$ cat src/rtl/fcc_pkg.sv
// Shared types and constants for the frame-scan controller and fcc_top.
// Carries the point payload struct, the FSM state encoding and the ground test.
package fcc_pkg;

  localparam int unsigned W      = 16;
  localparam int unsigned ROWS   = 64;
  localparam int unsigned COLS   = 900;
  localparam int unsigned ROW_W  = 8;
  localparam int unsigned COL_W  = 10;
  localparam int unsigned ADDR_W = 16;
  localparam int unsigned CNT_W  = 16;

  localparam logic signed [W-1:0] GROUND_Z_DEF = -16'sd1500;

  typedef enum logic [2:0] {
    S_IDLE,
    S_FETCH,
    S_LOAD,
    S_SEND,
    S_DRAIN,
    S_DONE
  } state_t;

  typedef struct packed {
    logic [ROW_W-1:0]    row;
    logic [COL_W-1:0]    col;
    logic signed [W-1:0] x;
    logic signed [W-1:0] y;
    logic signed [W-1:0] z;
    logic                is_ground;
  } point_t;

  // Strictly below the threshold counts as ground.
  function automatic logic is_ground_f(input logic signed [W-1:0] z,
                                       input logic signed [W-1:0] thr);
    return z < thr;
  endfunction

endpackage

$ cat src/rtl/fcc_scan_ctrl_if.sv
// Point-memory read port plus the fcc_top input handshake and output monitor.
// The controller drives through master; memory/fcc_top side uses slave.
interface fcc_scan_ctrl_if;
  import fcc_pkg::*;

  logic                mem_rd_en;
  logic [ADDR_W-1:0]   mem_rd_addr;
  logic signed [W-1:0] mem_rd_x;
  logic signed [W-1:0] mem_rd_y;
  logic signed [W-1:0] mem_rd_z;

  logic                in_valid;
  logic                in_ready;
  logic [ROW_W-1:0]    in_row;
  logic [COL_W-1:0]    in_col;
  logic signed [W-1:0] in_x;
  logic signed [W-1:0] in_y;
  logic signed [W-1:0] in_z;
  logic                in_is_ground;

  logic                fcc_out_valid;
  logic                fcc_out_ready;

  modport master (
    output mem_rd_en, mem_rd_addr,
    input  mem_rd_x, mem_rd_y, mem_rd_z,
    output in_valid, in_row, in_col, in_x, in_y, in_z, in_is_ground,
    input  in_ready,
    input  fcc_out_valid, fcc_out_ready
  );

  modport slave (
    input  mem_rd_en, mem_rd_addr,
    output mem_rd_x, mem_rd_y, mem_rd_z,
    input  in_valid, in_row, in_col, in_x, in_y, in_z, in_is_ground,
    output in_ready,
    output fcc_out_valid, fcc_out_ready
  );

endinterface

$ cat src/rtl/fcc_scan_addr_gen.sv
// Raster-order row/col/address walker over a window anchored at (0,0).
// The address steps incrementally so no row*COLS multiplier is needed.
module fcc_scan_addr_gen
  import fcc_pkg::*;
(
  input  logic              clk,
  input  logic              rst,
  input  logic              clr,
  input  logic              adv,
  input  logic [ROW_W-1:0]  rows,
  input  logic [COL_W-1:0]  cols,
  output logic [ROW_W-1:0]  row,
  output logic [COL_W-1:0]  col,
  output logic [ADDR_W-1:0] addr,
  output logic              last_c
);

  localparam logic [ADDR_W-1:0] COLS_A = ADDR_W'(COLS);

  logic col_end_c;

  assign col_end_c = (col == (cols - COL_W'(1)));
  assign last_c    = col_end_c && (row == (rows - ROW_W'(1)));

  // Wrapping to the next row skips the columns outside the window.
  always_ff @(posedge clk or negedge rst) begin
    if (!rst) begin
      row  <= '0;
      col  <= '0;
      addr <= '0;
    end else if (clr) begin
      row  <= '0;
      col  <= '0;
      addr <= '0;
    end else if (adv) begin
      if (col_end_c) begin
        col  <= '0;
        row  <= row + ROW_W'(1);
        addr <= addr + COLS_A - ADDR_W'(cols) + ADDR_W'(1);
      end else begin
        col  <= col + COL_W'(1);
        addr <= addr + ADDR_W'(1);
      end
    end
  end

endmodule

$ cat src/rtl/fcc_scan_ctrl.sv
// Frame-scan controller: walks the point memory window, skips empty pixels,
// feeds non-empty points to fcc_top and waits for its results to drain.
module fcc_scan_ctrl
  import fcc_pkg::*;
#(
  parameter logic signed [W-1:0] GROUND_Z = GROUND_Z_DEF,
  parameter int unsigned         TIMEOUT  = 60000
) (
  input  logic             clk,
  input  logic             rst,
  input  logic             start,
  input  logic [ROW_W-1:0] cfg_rows,
  input  logic [COL_W-1:0] cfg_cols,
  input  logic [CNT_W-1:0] cfg_max_pts,
  output logic             busy,
  output logic             done,
  output logic             timeout_err,
  output logic [CNT_W-1:0] sent_cnt,
  output logic [CNT_W-1:0] recv_cnt,
  fcc_scan_ctrl_if.master  bus
);

  localparam int unsigned     TO_W    = $clog2(TIMEOUT + 1);
  localparam logic [TO_W-1:0] TO_LAST = TO_W'(TIMEOUT - 1);

  state_t           state;
  logic [ROW_W-1:0] rows_q;
  logic [COL_W-1:0] cols_q;
  logic [CNT_W-1:0] max_q;
  logic [TO_W-1:0]  tcnt;
  point_t           pt_q;
  logic             in_valid_q;
  logic             mem_rd_en_q;

  logic [ROW_W-1:0]  row;
  logic [COL_W-1:0]  col;
  logic [ADDR_W-1:0] addr;
  logic              last_c;
  logic              clr_c;
  logic              adv_c;
  logic              hs_c;
  logic              empty_c;
  logic              cap_hit_c;
  logic [CNT_W-1:0]  sent_next_c;

  assign clr_c       = (state == S_IDLE) && start;
  assign hs_c        = in_valid_q && bus.in_ready;
  assign empty_c     = (bus.mem_rd_x == '0) && (bus.mem_rd_y == '0) && (bus.mem_rd_z == '0);
  assign adv_c       = ((state == S_LOAD) && empty_c) || ((state == S_SEND) && hs_c);
  assign sent_next_c = sent_cnt + CNT_W'(1);
  assign cap_hit_c   = (max_q != '0) && (sent_next_c == max_q);

  fcc_scan_addr_gen u_addr_gen (
    .clk    (clk),
    .rst    (rst),
    .clr    (clr_c),
    .adv    (adv_c),
    .rows   (rows_q),
    .cols   (cols_q),
    .row    (row),
    .col    (col),
    .addr   (addr),
    .last_c (last_c)
  );

  assign bus.mem_rd_en    = mem_rd_en_q;
  assign bus.mem_rd_addr  = addr;
  assign bus.in_valid     = in_valid_q;
  assign bus.in_row       = pt_q.row;
  assign bus.in_col       = pt_q.col;
  assign bus.in_x         = pt_q.x;
  assign bus.in_y         = pt_q.y;
  assign bus.in_z         = pt_q.z;
  assign bus.in_is_ground = pt_q.is_ground;

  // Results are counted in every active state, saturating at all-ones.
  always_ff @(posedge clk or negedge rst) begin
    if (!rst) begin
      recv_cnt <= '0;
    end else if (clr_c) begin
      recv_cnt <= '0;
    end else if ((state != S_IDLE) && bus.fcc_out_valid && bus.fcc_out_ready
                 && (recv_cnt != '1)) begin
      recv_cnt <= recv_cnt + CNT_W'(1);
    end
  end

  // Scan FSM; strobes default low and are raised on entry to their state.
  always_ff @(posedge clk or negedge rst) begin
    if (!rst) begin
      state       <= S_IDLE;
      rows_q      <= '0;
      cols_q      <= '0;
      max_q       <= '0;
      tcnt        <= '0;
      pt_q        <= '0;
      in_valid_q  <= 1'b0;
      mem_rd_en_q <= 1'b0;
      busy        <= 1'b0;
      done        <= 1'b0;
      timeout_err <= 1'b0;
      sent_cnt    <= '0;
    end else begin
      done        <= 1'b0;
      mem_rd_en_q <= 1'b0;
      case (state)
        S_IDLE: begin
          if (start) begin
            rows_q      <= (cfg_rows == '0) ? ROW_W'(1) : cfg_rows;
            cols_q      <= (cfg_cols == '0) ? COL_W'(1) : cfg_cols;
            max_q       <= cfg_max_pts;
            tcnt        <= '0;
            sent_cnt    <= '0;
            timeout_err <= 1'b0;
            busy        <= 1'b1;
            mem_rd_en_q <= 1'b1;
            state       <= S_FETCH;
          end
        end
        S_FETCH: begin
          state <= S_LOAD;
        end
        S_LOAD: begin
          if (empty_c) begin
            if (last_c) begin
              state <= S_DRAIN;
            end else begin
              mem_rd_en_q <= 1'b1;
              state       <= S_FETCH;
            end
          end else begin
            pt_q.row       <= row;
            pt_q.col       <= col;
            pt_q.x         <= bus.mem_rd_x;
            pt_q.y         <= bus.mem_rd_y;
            pt_q.z         <= bus.mem_rd_z;
            pt_q.is_ground <= is_ground_f(bus.mem_rd_z, GROUND_Z);
            in_valid_q     <= 1'b1;
            state          <= S_SEND;
          end
        end
        S_SEND: begin
          if (hs_c) begin
            in_valid_q <= 1'b0;
            sent_cnt   <= sent_next_c;
            if (last_c || cap_hit_c) begin
              state <= S_DRAIN;
            end else begin
              mem_rd_en_q <= 1'b1;
              state       <= S_FETCH;
            end
          end
        end
        S_DRAIN: begin
          tcnt <= tcnt + TO_W'(1);
          if (recv_cnt >= sent_cnt) begin
            done  <= 1'b1;
            state <= S_DONE;
          end else if (tcnt == TO_LAST) begin
            timeout_err <= 1'b1;
            done        <= 1'b1;
            state       <= S_DONE;
          end
        end
        S_DONE: begin
          busy  <= 1'b0;
          state <= S_IDLE;
        end
        default: begin
          state <= S_IDLE;
        end
      endcase
    end
  end

endmodule

$ cat src/flat_wrapper.sv
// flat-port wrapper written by rule: the top's interface ports become plain ports
module fcc_scan_ctrl_flat import fcc_pkg::*;
#(
  parameter logic signed [W-1:0] GROUND_Z = GROUND_Z_DEF,
  parameter int unsigned         TIMEOUT  = 60000
)
  (clk, rst, start, cfg_rows, cfg_cols, cfg_max_pts, busy, done, timeout_err, sent_cnt, recv_cnt, bus_mem_rd_en, bus_mem_rd_addr, bus_mem_rd_x, bus_mem_rd_y, bus_mem_rd_z, bus_in_valid, bus_in_row, bus_in_col, bus_in_x, bus_in_y, bus_in_z, bus_in_is_ground, bus_in_ready, bus_fcc_out_valid, bus_fcc_out_ready);
  fcc_scan_ctrl_if bus_i ();
  input  logic clk;
  input  logic rst;
  input  logic start;
  input  logic [ROW_W-1:0] cfg_rows;
  input  logic [COL_W-1:0] cfg_cols;
  input  logic [CNT_W-1:0] cfg_max_pts;
  output logic busy;
  output logic done;
  output logic timeout_err;
  output logic [CNT_W-1:0] sent_cnt;
  output logic [CNT_W-1:0] recv_cnt;
  output wire logic [$bits(bus_i.mem_rd_en)-1:0] bus_mem_rd_en;
  output wire logic [$bits(bus_i.mem_rd_addr)-1:0] bus_mem_rd_addr;
  input wire logic [$bits(bus_i.mem_rd_x)-1:0] bus_mem_rd_x;
  input wire logic [$bits(bus_i.mem_rd_y)-1:0] bus_mem_rd_y;
  input wire logic [$bits(bus_i.mem_rd_z)-1:0] bus_mem_rd_z;
  output wire logic [$bits(bus_i.in_valid)-1:0] bus_in_valid;
  output wire logic [$bits(bus_i.in_row)-1:0] bus_in_row;
  output wire logic [$bits(bus_i.in_col)-1:0] bus_in_col;
  output wire logic [$bits(bus_i.in_x)-1:0] bus_in_x;
  output wire logic [$bits(bus_i.in_y)-1:0] bus_in_y;
  output wire logic [$bits(bus_i.in_z)-1:0] bus_in_z;
  output wire logic [$bits(bus_i.in_is_ground)-1:0] bus_in_is_ground;
  input wire logic [$bits(bus_i.in_ready)-1:0] bus_in_ready;
  input wire logic [$bits(bus_i.fcc_out_valid)-1:0] bus_fcc_out_valid;
  input wire logic [$bits(bus_i.fcc_out_ready)-1:0] bus_fcc_out_ready;
  assign bus_mem_rd_en = bus_i.mem_rd_en;
  assign bus_mem_rd_addr = bus_i.mem_rd_addr;
  assign bus_i.mem_rd_x = bus_mem_rd_x;
  assign bus_i.mem_rd_y = bus_mem_rd_y;
  assign bus_i.mem_rd_z = bus_mem_rd_z;
  assign bus_in_valid = bus_i.in_valid;
  assign bus_in_row = bus_i.in_row;
  assign bus_in_col = bus_i.in_col;
  assign bus_in_x = bus_i.in_x;
  assign bus_in_y = bus_i.in_y;
  assign bus_in_z = bus_i.in_z;
  assign bus_in_is_ground = bus_i.in_is_ground;
  assign bus_i.in_ready = bus_in_ready;
  assign bus_i.fcc_out_valid = bus_fcc_out_valid;
  assign bus_i.fcc_out_ready = bus_fcc_out_ready;
  fcc_scan_ctrl #(.GROUND_Z(GROUND_Z), .TIMEOUT(TIMEOUT)) u_core (.clk(clk), .rst(rst), .start(start), .cfg_rows(cfg_rows), .cfg_cols(cfg_cols), .cfg_max_pts(cfg_max_pts), .busy(busy), .done(done), .timeout_err(timeout_err), .sent_cnt(sent_cnt), .recv_cnt(recv_cnt), .bus(bus_i));
endmodule
$ cat config.mk
export PLATFORM = sky130hd
export DESIGN_NAME = fcc_scan_ctrl_flat
export DESIGN_NICKNAME = d
export VERILOG_FILES = /design/src/rtl/fcc_pkg.sv /design/src/rtl/fcc_scan_ctrl_if.sv /design/src/rtl/fcc_scan_addr_gen.sv /design/src/rtl/fcc_scan_ctrl.sv /design/src/flat_wrapper.sv
export SDC_FILE = /design/constraint.sdc
export NUM_CORES = 1
export LEC_CHECK = 0
export CAP_MARGIN = 10
export CORE_MARGIN = 2
export CORE_UTILIZATION = 35
export CTS_CLUSTER_DIAMETER = 60
export CTS_CLUSTER_SIZE = 40
export DETAILED_ROUTE_END_ITERATION = 10
export PLACE_DENSITY_LB_ADDON = 0.1
export SLEW_MARGIN = 20
export SYNTH_ARGS = -nofsm -noshare
export SYNTH_HDL_FRONTEND = slang
export SYNTH_SLANG_ARGS = --single-unit
$ cat constraint.sdc
create_clock -name clk -period 2.72 [get_ports clk]
set_input_delay 0.816 -clock clk [delete_from_list [all_inputs] [get_ports clk]]
set_output_delay 0.816 -clock clk [all_outputs]
set_load 0.02 [all_outputs]
# Yosys cells after proc, flatten, opt, wreduce, memory -nomap -nowiden
# Index checks and enable logic that the tools add are counted.
# W data, S select, Z words.
[totals]
reg_bits = 191
[op_classes]
muxes = 43
magnitude_cmp = 2
bitwise = 1
add_sub_neg = 11
eq_ne = 16
n_reduce_logical = 37
[op_table]
columns = ["cell", "count"]
rows = [
  ["$mux W16", 7],
  ["$add A16 B1 Y16 const B", 5],
  ["$pmux W16 S2", 2],
  ["$logic_not A16 Y1", 3],
  ["$mux W10", 4],
  ["$mux W8", 4],
  ["$mux W3", 7],
  ["$add A16 B10 Y16 const B", 1],
  ["$eq A16 B16 Y1", 1],
  ["$eq A16 B16 Y1 const B", 1],
  ["$ge A16 B16 Y1", 1],
  ["$lt A16 B12 Y1 const B", 1],
  ["$ne A16 B16 Y1 const B", 1],
  ["$reduce_bool A16 Y1", 1],
  ["$sub A16 B10 Y16", 1],
  ["$pmux W3 S5", 1],
  ["$mux W1", 14],
  ["$reduce_bool A2 Y1", 7],
  ["$logic_and A1 B1 Y1", 11],
  ["$add A10 B1 Y10 const B", 1],
  ["$eq A10 B10 Y1", 1],
  ["$logic_not A10 Y1", 1],
  ["$reduce_and A2 Y1", 5],
  ["$sub A10 B1 Y10 const B", 1],
  ["18 further kinds", 28],
]

# Longest topological paths before layout
# Gate-level depths: netlist of the first run.
[depth]
word_depth = 7
ltp_mapped = 13
depth_no_buf = 13

# Hierarchy
# A second synthesis of the first run with hierarchy kept.
[hier_totals]
cells_unflattened = 1155
area_unflattened_um2 = 10976.8
[by_module_without_submodules]
columns = ["module", "n_inst", "cells_per_inst", "seq_area_each_um2", "area_each_um2"]
rows = [
  ["fcc_scan_ctrl", 1, 756, 3928.8, 7664.9],
  ["fcc_scan_addr_gen", 1, 399, 850.8, 3311.9],
]

# Least setup slack after synthesis of the first run
# OpenSTA, ideal clock, no wires.
[synth_timing]
path_type = "reg-to-reg"
start = "register u_core.u_addr_gen.addr[1]"
end = "register u_core.u_addr_gen.addr[13]"
stages_incl_launch_ff = 14
setup_time_ps = 126
setup_slack_ps = -328
arrival_time_ps = 2922
required_ps = 2594
period_less_slack_ps = 3048
n_path_buf = 0
path_cell_list = "dfrtp_1 > inv_1 > ha_1 > inv_1 > ha_1 > fa_1 > a211oi_1 > o21ai_0 > a2111o_1 > a31oi_1 > o21ai_0 > xnor2_1 > o32a_1 > o21ai_0"
[synth_via]
elab_chain_len = 6
word_cells_on_any_way = 7
classes_between = "4 x add/sub; 3 x mux"
[synth_rtl]
columns = ["item", "line_no", "text"]
rows = [
  ["start: declaration", "fcc_scan_addr_gen.sv:14", "output logic [ADDR_W-1:0] addr,"],
  ["start signal: assignment", "fcc_scan_addr_gen.sv:39", "addr <= addr + COLS_A - ADDR_W'(cols) + ADDR_W'(1);"],
  ["start signal: assignment", "fcc_scan_addr_gen.sv:42", "addr <= addr + ADDR_W'(1);"],
  ["$add A16 B10 Y16", "fcc_scan_addr_gen.sv:39", ""],
  ["$sub A16 B10 Y16", "fcc_scan_addr_gen.sv:39", ""],
  ["$add A16 B1 Y16", "fcc_scan_addr_gen.sv:39", ""],
  ["$mux W16 (*)", "fcc_scan_addr_gen.sv:36", "if (col_end_c) begin"],
  ["$mux W16 (*)", "fcc_scan_addr_gen.sv:35", "end else if (adv) begin"],
  ["$mux W16 (*)", "fcc_scan_addr_gen.sv:31", "end else if (clr) begin"],
]
# Mark *: on every way between the ends. The rest lies on a longest branch, timed or not. The select of a mux whose other input is x is not followed.
# A chain may end at the register's enable or synchronous reset.

# Worst setup path after layout of the first run
[layout_timing]
start = "register u_core.cols_q[1]"
end = "register u_core.u_addr_gen.addr[13]"
[layout_via]
elab_chain_len = 5
word_cells_on_any_way = 7
classes_between = "3 x add/sub; 1 x eq/ne; 3 x mux"
[layout_rtl]
columns = ["item", "line_no", "text"]
rows = [
  ["start: declaration", "fcc_scan_ctrl.sv:28", "logic [COL_W-1:0] cols_q;"],
  ["start signal: assignment", "fcc_scan_ctrl.sv:110", "cols_q <= (cfg_cols == '0) ? COL_W'(1) : cfg_cols;"],
  ["$sub A16 B10 Y16 or $sub A10 B1 Y10 (tied branches)", "fcc_scan_addr_gen.sv:39, fcc_scan_addr_gen.sv:22", ""],
  ["$add A16 B1 Y16 or $eq A10 B10 Y1 (tied branches)", "fcc_scan_addr_gen.sv:39, fcc_scan_addr_gen.sv:22", ""],
  ["$mux W16 (*)", "fcc_scan_addr_gen.sv:36", ""],
  ["$mux W16 (*)", "fcc_scan_addr_gen.sv:35", ""],
  ["$mux W16 (*)", "fcc_scan_addr_gen.sv:31", ""],
]
# Marks and branches as above.

==> reports/metrics.cfg, run 1 <==
[cells_and_area]
finalNonFillerCells = 1887
design.final.nets = 1619
insertedDiodeCount = 0
drive_above_1_share_pct = 21.86
area_growth_syn_to_layout_pct = 41.25

[worst_setup_path]
rrSetupSlack_ns = -0.14
worst-path-max-fanout = 2
critical_path_required_ns = 3.05
worst_setup_path_category = flop to flop
worst_path_arrival_time_ns = 3.18
cpPeakStageDelay_ns = 0.44
worst_r2r_endpoint = u_core.u_addr_gen.addr[13]
worst_path_max_delay_cell = sky130_fd_sc_hd__a2111o_1
crit_path_cell_trace = ha_4 -> inv_2 -> ha_4 -> fa_2 -> a211oi_4 -> o21ai_2 -> a2111o_1 -> a31oi_4 -> o21ai_2 -> xnor2_1 -> o32a_1 -> o21ai_1
crit_path_start_kind = flop
worst_setup_path_end_kind = flop
start_of_the_worst_register_to_register_path = u_core.cols_q[1]
worst_reg2reg_path_depth = 12

[sta]
finalMaxSlewViolations = 0
timing.final.hold_violations = 0
postLayoutSetupSlackWorst_ns = -0.1353
post-route-min-period_ns = 2.855
fmax_ghz = 0.3502
clock_skew_ns = 0.009330
worst_slew_margin_rel_pct = 51.70
setup-tns-final_ns = -0.7941
setup_repair_after_global_routing_missed_its_margin = true
post-route-period-util_pct = 105.0
finalSetupViolCount = 13
tightest_slew_ns = 0.7154

[yosys]
ys_warn_count = 0
synth_most_common_cell = sky130_fd_sc_hd__dfrtp_1
synth_sequential_area_ratio_pct = 43.56
synth-seq-cells = 191
synthDominantAreaCellType = sky130_fd_sc_hd__dfrtp_1
synth_top_area_share_pct = 43.56
number_of_nets_in_the_synthesized_netlist = 1290
number_of_enable_type_register_cells_in_the_synthesized_netlist = 0
yosys-top-cells-area = sky130_fd_sc_hd__dfrtp_1 44%, sky130_fd_sc_hd__mux2_2 6.9%, sky130_fd_sc_hd__ha_1 5.9%
mappedNetlistArea_mm2 = 0.01097
synthCells = 1149
post_synth_most_frequent_cells = 191 x sky130_fd_sc_hd__dfrtp_1, 157 x sky130_fd_sc_hd__nand2_1, 86 x sky130_fd_sc_hd__o21ai_0
ys_dominant_reg_cell = sky130_fd_sc_hd__dfrtp_1
yosys.cell_types.count = 81
post_syn_area_per_cell_um2 = 9.549
asyncSetResetFlopFracSynth_pct = 100.0

[pwr]
static-leakage-power_nw = 6.880
power.ir.vdd_worst_uv = 594.6
power.density_mw_per_mm2 = 1004

[floorplanning]
floorplan.die.width_um = 181.1
design.core.area_mm2 = 0.03075
rows = 64
die_area_mm2 = 0.03278
initial_core_utilization_pct = 35.68
die_h_um = 181.1
num_io_pins = 208

[outcome]
violations = negative setup slack
status = finished with violations

[detailed_routing]
detailedRoute.firstIterationViolations = 589
firstDrtPassIters = 5
drc = 0
avgRoutedWirePerCell_um = 17.95
via_count = 9885
route.antenna.remaining_nets = 0
vias_per_cell = 5.238
wirelength_um = 33880

[clock_tree]
cts_inserted_buffers = 17
clock_tree.htree_level_count = 4
cts-hold-fix-buffers = 0
cts_tree = yes
numClockSinks = 191
clock_latency_ns = 0.45
cts_buffer_depth = 2
clk_root_buffer_cell = sky130_fd_sc_hd__clkbuf_16
clk_pin_slew_worst_paths_ns = 0.08

[place]
port-buffer-count = 207
gp_routability_congestion = 0.9055
hpwl_um = 25610
pre_cts_ws_ns = -0.7815
placed_cells_incl_taps = 1843

[min_path]
hp-class = input pin to async pin

[global_routing]
grt_pass1_vias = 9957
grt_antenna_before_repair = 0
grt-ovfl-total = 0
global_route_wire_length_before_repair_um = 54700
grtUsageTotal_pct = 21.05
grt_max_degree = 61

[flow_run]
count_of_maximum_capacitance_violations = 0

-- where the power goes --
part	leakage (nW)	internal [mW]	switching, mW
Clock	0.265	1.21	1.22
Sequential	2.43	3.77	0.858
Combinational	4.19	4.19	4.31
-- cell usage in the layout, fill, tap and decap left out, types with 8 or more instances in the layout --
master	Yosys	final
sky130_fd_sc_hd__a21oi_1	31	30
sky130_fd_sc_hd__nand3_1	40	37
sky130_fd_sc_hd__o21ai_0	86	78
sky130_fd_sc_hd__a31oi_1	9	8
sky130_fd_sc_hd__nor2_1	82	80
sky130_fd_sc_hd__inv_1	59	54
sky130_fd_sc_hd__and3_1	24	21
sky130_fd_sc_hd__nand4_1	21	21
sky130_fd_sc_hd__buf_4	3	135
sky130_fd_sc_hd__clkbuf_16	0	17
sky130_fd_sc_hd__mux2_2	67	67
sky130_fd_sc_hd__mux2i_1	9	9
sky130_fd_sc_hd__xor2_1	41	40
sky130_fd_sc_hd__clkdlybuf4s50_1	0	169
sky130_fd_sc_hd__ha_1	52	46
sky130_fd_sc_hd__dlymetal6s2s_1	0	13
sky130_fd_sc_hd__nor3_1	21	18
sky130_fd_sc_hd__xnor2_1	30	29
sky130_fd_sc_hd__dfrtp_1	191	185
sky130_fd_sc_hd__nor4_2	3	13
sky130_fd_sc_hd__nand2_1	157	156
sky130_fd_sc_hd__o31ai_1	9	8
sky130_fd_sc_hd__dlygate4sd2_1	0	20
sky130_fd_sc_hd__a21o_1	9	9
sky130_fd_sc_hd__o21ai_1	10	15
sky130_fd_sc_hd__buf_12	0	8
-- critical path: cells and delay by family, from the launching register on --
kind,cells,cell delay [ns]
xor+xnor,1,0.15
compound gates,7,1.31
flops,1,0.41
fa+ha+maj,3,0.82
buf+inv,1,0.03
-- cell type report --
cell class                 count  area, um2
sequential                   191       4787
timing repair buffer         356       3324
clock inverter                13      103.9
inverter                      59      221.5
fill                        2924      15250
tap                          396      495.5
clock buffer                  19      442.9
multi-input combinational    853       6122
-- logic make-up after synthesis --
family / count (synthesis) / synth area share, %
xor+xnor: 71 / 5.668
mux: 76 / 7.698
fa+ha+maj: 53 / 6.112
flops: 191 / 43.56
buf+inv: 105 / 3.923
simple gates: 422 / 19.27
compound gates: 231 / 13.76
-- registers in the layout (all words and copies together) (netlist names), 10 cells and up --
signal and count:
u_core.bus.in_z 16, u_core.max_q 16, u_core.cols_q 10, u_core.tcnt 16
u_core.bus.in_col 10, u_core.u_addr_gen.addr 16, u_core.u_addr_gen.col 10, u_core.bus.in_x 16
u_core.sent_cnt 16, u_core.recv_cnt 16, u_core.bus.in_y 16
-- how the worst max path moves through the flow --
stage	endpoint	slack [ns]	startpoint
CTS	u_core.u_addr_gen.addr[13]	-0.12	u_core.cols_q[1]
floorplan	u_core.u_addr_gen.addr[13]	-0.06	u_core.u_addr_gen.addr[1]
global route	u_core.u_addr_gen.addr[13]	-0.25	u_core.cols_q[1]
detailed placement	u_core.u_addr_gen.col[8]	-0.78	bus_mem_rd_z[9]
global placement	u_core.u_addr_gen.col[7]	-0.78	bus_mem_rd_y[9]
finish	u_core.u_addr_gen.addr[13]	-0.14	u_core.cols_q[1]
-- metal layers --
metal  vias to the layer above  global-route usage [%]  routed length, um
met5                         -                       0                  0
met2                       304                   33.28              15280
li1                       4762                       -                  -
met1                      4777                   28.22              15580
met3                        42                   5.987               2331
met4                         0                   5.919                689
-- stage by stage --
| step | area, um2 | util (%) | power [mW] | hold slack [ns] |
|---|---|---|---|---|
| floorplan | 11030 | - | 9.062 | 0.4450 |
| global placement | 14530 | 47.25 | 12.55 | 0.4747 |
| detailed placement | 14530 | 47.25 | 12.60 | 0.4780 |
| CTS | 15330 | 49.85 | 15.48 | 0.2998 |
| global route | 15500 | 50.40 | 16.69 | 0.3130 |
| finish | 15500 | 50.40 | 15.56 | 0.3027 |
-- timing repair --
action                     in CTS  in global routing
hold endpoints to repair        0                  0
setup buffers                   7                  5
resized for setup              65                 37
setup endpoints to repair      98                 35
pin swaps                      29                 21
Note: power is estimated with default switching activity, not from simulation.
==> inputs of run 2 (changes only) <==
Settings changed: ABC_AREA set to 1, RECOVER_POWER set to 25, SKIP_CTS_REPAIR_TIMING set to 1.
==> reports/metrics.cfg, run 2 <==
[outcome]
status = finished, final reports clean

[worst_setup_path]
worst_path_max_delay_cell = sky130_fd_sc_hd__clkdlybuf4s50_1
crit_path_cell_trace = clkdlybuf4s50_1 -> nor4_1 -> nand4_1 -> nor2_1 -> nand3_2 -> nand2_4 -> inv_4 -> buf_4 -> nor2_8 -> nand3_1 -> o211ai_1
critical_path_required_ns = 3.07
cpPeakStageDelay_ns = 0.44
worst_setup_path_category = input pin to flop
crit_path_start_kind = input pin
timing.critical_path.max_delay_family = simple AND/OR/NAND/NOR gates
worst_setup_path_end_kind = flop
worst_path_arrival_time_ns = 2.90
cp_num_buf_inv = 3
worst-path-max-fanout = 7

[floorplanning]
rows = 65
design.core.area_mm2 = 0.03147
die_area_mm2 = 0.03325
die_h_um = 182.3
initial_core_utilization_pct = 35.37
floorplan.die.width_um = 182.3
num_io_pins = 208

[yosys]
mappedNetlistArea_mm2 = 0.01113
yosys.cell_types.count = 52
post_synth_most_frequent_cells = 485 x sky130_fd_sc_hd__nand2_1, 191 x sky130_fd_sc_hd__dfrtp_1, 139 x sky130_fd_sc_hd__inv_1
ys_dominant_reg_cell = sky130_fd_sc_hd__dfrtp_1
post_syn_area_per_cell_um2 = 7.599
asyncSetResetFlopFracSynth_pct = 100.0
synth_top_area_share_pct = 42.94
synth-seq-cells = 191
synth_sequential_area_ratio_pct = 42.94
yosys-top-cells-area = sky130_fd_sc_hd__dfrtp_1 43%, sky130_fd_sc_hd__nand2_1 16%, sky130_fd_sc_hd__ha_1 5.8%
synthDominantAreaCellType = sky130_fd_sc_hd__dfrtp_1
synth_most_common_cell = sky130_fd_sc_hd__nand2_1
number_of_nets_in_the_synthesized_netlist = 1606
number_of_enable_type_register_cells_in_the_synthesized_netlist = 0
ys_warn_count = 0
synthCells = 1465

[cells_and_area]
insertedDiodeCount = 0
layout.filler_cells = 3173
multi_input_comb_area_mm2 = 0.005619
design.final.nets = 1869
finalNonFillerCells = 2143
drive_above_1_share_pct = 8.903
final_common_cell = sky130_fd_sc_hd__nand2_1
post-route-cell-area_mm2 = 0.01480
area_growth_syn_to_layout_pct = 32.95
final-seq-area_mm2 = 0.004782
utilization_pct = 47.02
mostFrequentLayoutCells = 484 x sky130_fd_sc_hd__nand2_1, 206 x sky130_fd_sc_hd__clkdlybuf4s50_1, 189 x sky130_fd_sc_hd__dfrtp_1

[detailed_routing]
firstDrtPassIters = 5
wirelength_um = 33110
detailedRoute.firstIterationViolations = 670
drc = 0
avgRoutedWirePerCell_um = 15.45
via_count = 10430
vias_per_cell = 4.867
route.antenna.remaining_nets = 0

[place]
place_area_mm2 = 0.01422
placed_cells_incl_taps = 2111
port-buffer-count = 207
hpwl_um = 25650
gp_routability_congestion = 0.8858

[clock_tree]
numClockSinks = 191
clk_pin_slew_worst_paths_ns = 0.07
cts_tree = yes
cts_inserted_buffers = 17
clock_latency_ns = 0.44
clk_root_buffer_cell = sky130_fd_sc_hd__clkbuf_16
clock_tree.htree_level_count = 4
cts_buffer_depth = 2

[global_routing]
grtUsageTotal_pct = 20.30
grt_max_degree = 54
grt-ovfl-total = 0
grt_antenna_before_repair = 0
grt_pass1_vias = 10170
global_route_wire_length_before_repair_um = 53940

[flow_run]
count_of_maximum_capacitance_violations = 0

[sta]
tightest_slew_ns = 1.405
clock_skew_ns = 0.006990
finalMaxSlewViolations = 0
setup_repair_after_global_routing_missed_its_margin = false
finalSetupViolCount = 0
timing.final.hold_violations = 0
post-route-min-period_ns = 2.548
fmax_ghz = 0.3925
post-route-period-util_pct = 93.68
worst_slew_margin_rel_pct = 6.304
final.hold.worst_slack_ns = 0.4787

[pwr]
p_comb_share_pct = 52.7
power.ir.vdd_worst_uv = 543.3
static-leakage-power_nw = 6.987
switching_share_pct = 43.28
power_spent_charging_and_discharging_nets_mw = 6.628
power.density_mw_per_mm2 = 1035
power_report.internal_total_mw = 8.688
clock_power_share_pct = 17.2
seqPwrFrac_pct = 30.0

[min_path]
hp-class = flop to flop

run 2: cell families (layout without fill, tap and decap cells):
group	count (synthesis)	count (layout)	share of synthesized area [%]
flops	191	191	42.94
xor+xnor	43	43	3.507
buf+inv	186	462	6.721
mux	4	4	0.3597
simple gates	790	790	30.67
fa+ha+maj	53	53	6.024
compound gates	198	198	9.779
run 2: per-layer routing:
| layer | share of wire (%) | global-route usage (%) | wire length [um] | up-vias |
|---|---|---|---|---|
| met4 | 1.3 | 5.290 | 445 | 0 |
| met5 | 0 | 0 | 0 | - |
| met3 | 4.8 | 3.393 | 1591 | 30 |
| met2 | 45 | 31.98 | 14770 | 266 |
| li1 | - | - | - | 5313 |
| met1 | 49 | 28.96 | 16300 | 4822 |
run 2: power groups by stage:
stage	registers [mW]	clock network, mW	logic (mW)
floorplan	5.19	0	4.19
global placement	4.62	0	8.05
detailed placement	4.63	0	8.09
CTS	4.60	2.72	8.13
global route	4.73	2.83	9.01
finish	4.60	2.64	8.08
run 2: layout make-up:
type | count | area share [%]
Timing Repair Buffer | 279 | 18.36
Multi-Input combinational cell | 1088 | 37.97
Clock inverter | 11 | 1.057
Inverter | 151 | 3.863
Sequential cell | 191 | 32.31
Clock buffer | 21 | 3.043
Tap cell | 402 | 3.398
run 2: worst reg2reg max path: cells and delay by family (launching register included):
| kind | cells | cell delay [ns] |
|---|---|---|
| AOI/OAI and AO/OA | 4 | 0.54 |
| adders and majority gates | 3 | 0.88 |
| buffers and inverters | 2 | 0.10 |
| DFF | 1 | 0.35 |
| and+or+nand+nor | 6 | 0.50 |
run 2: through the flow:
| stage | setup WS (ns) | TNS [ns] | power, mW |
|---|---|---|---|
| after global routing | 0.003207 | 0 | 16.58 |
| after detailed placement | -0.2484 | -15.01 | 12.73 |
| after CTS | 0.1946 | 0 | 15.44 |
| after floorplan | 0.2450 | 0 | 9.378 |
| after global placement | -0.2210 | -14.56 | 12.67 |
| final | 0.1720 | 0 | 15.32 |
run 2: path summary, 6_finish.rpt:
kind / from / cells after the start / slack [ns] / end
min: u_core.tcnt[15] / 1 / 0.48 / u_core.tcnt[15]
min reg2reg: u_core.tcnt[15] / 1 / 0.48 / u_core.tcnt[15]
max reg2reg: u_core.u_addr_gen.addr[1] / 15 / 0.26 / u_core.u_addr_gen.addr[15]
max: bus_mem_rd_y[9] / 11 / 0.17 / u_core.u_addr_gen.addr[4]
max in group asynchronous: rst / 2 / 0.47 / u_core.tcnt[6]
min in group asynchronous: rst / 1 / 0.69 / u_core.bus.in_y[4]
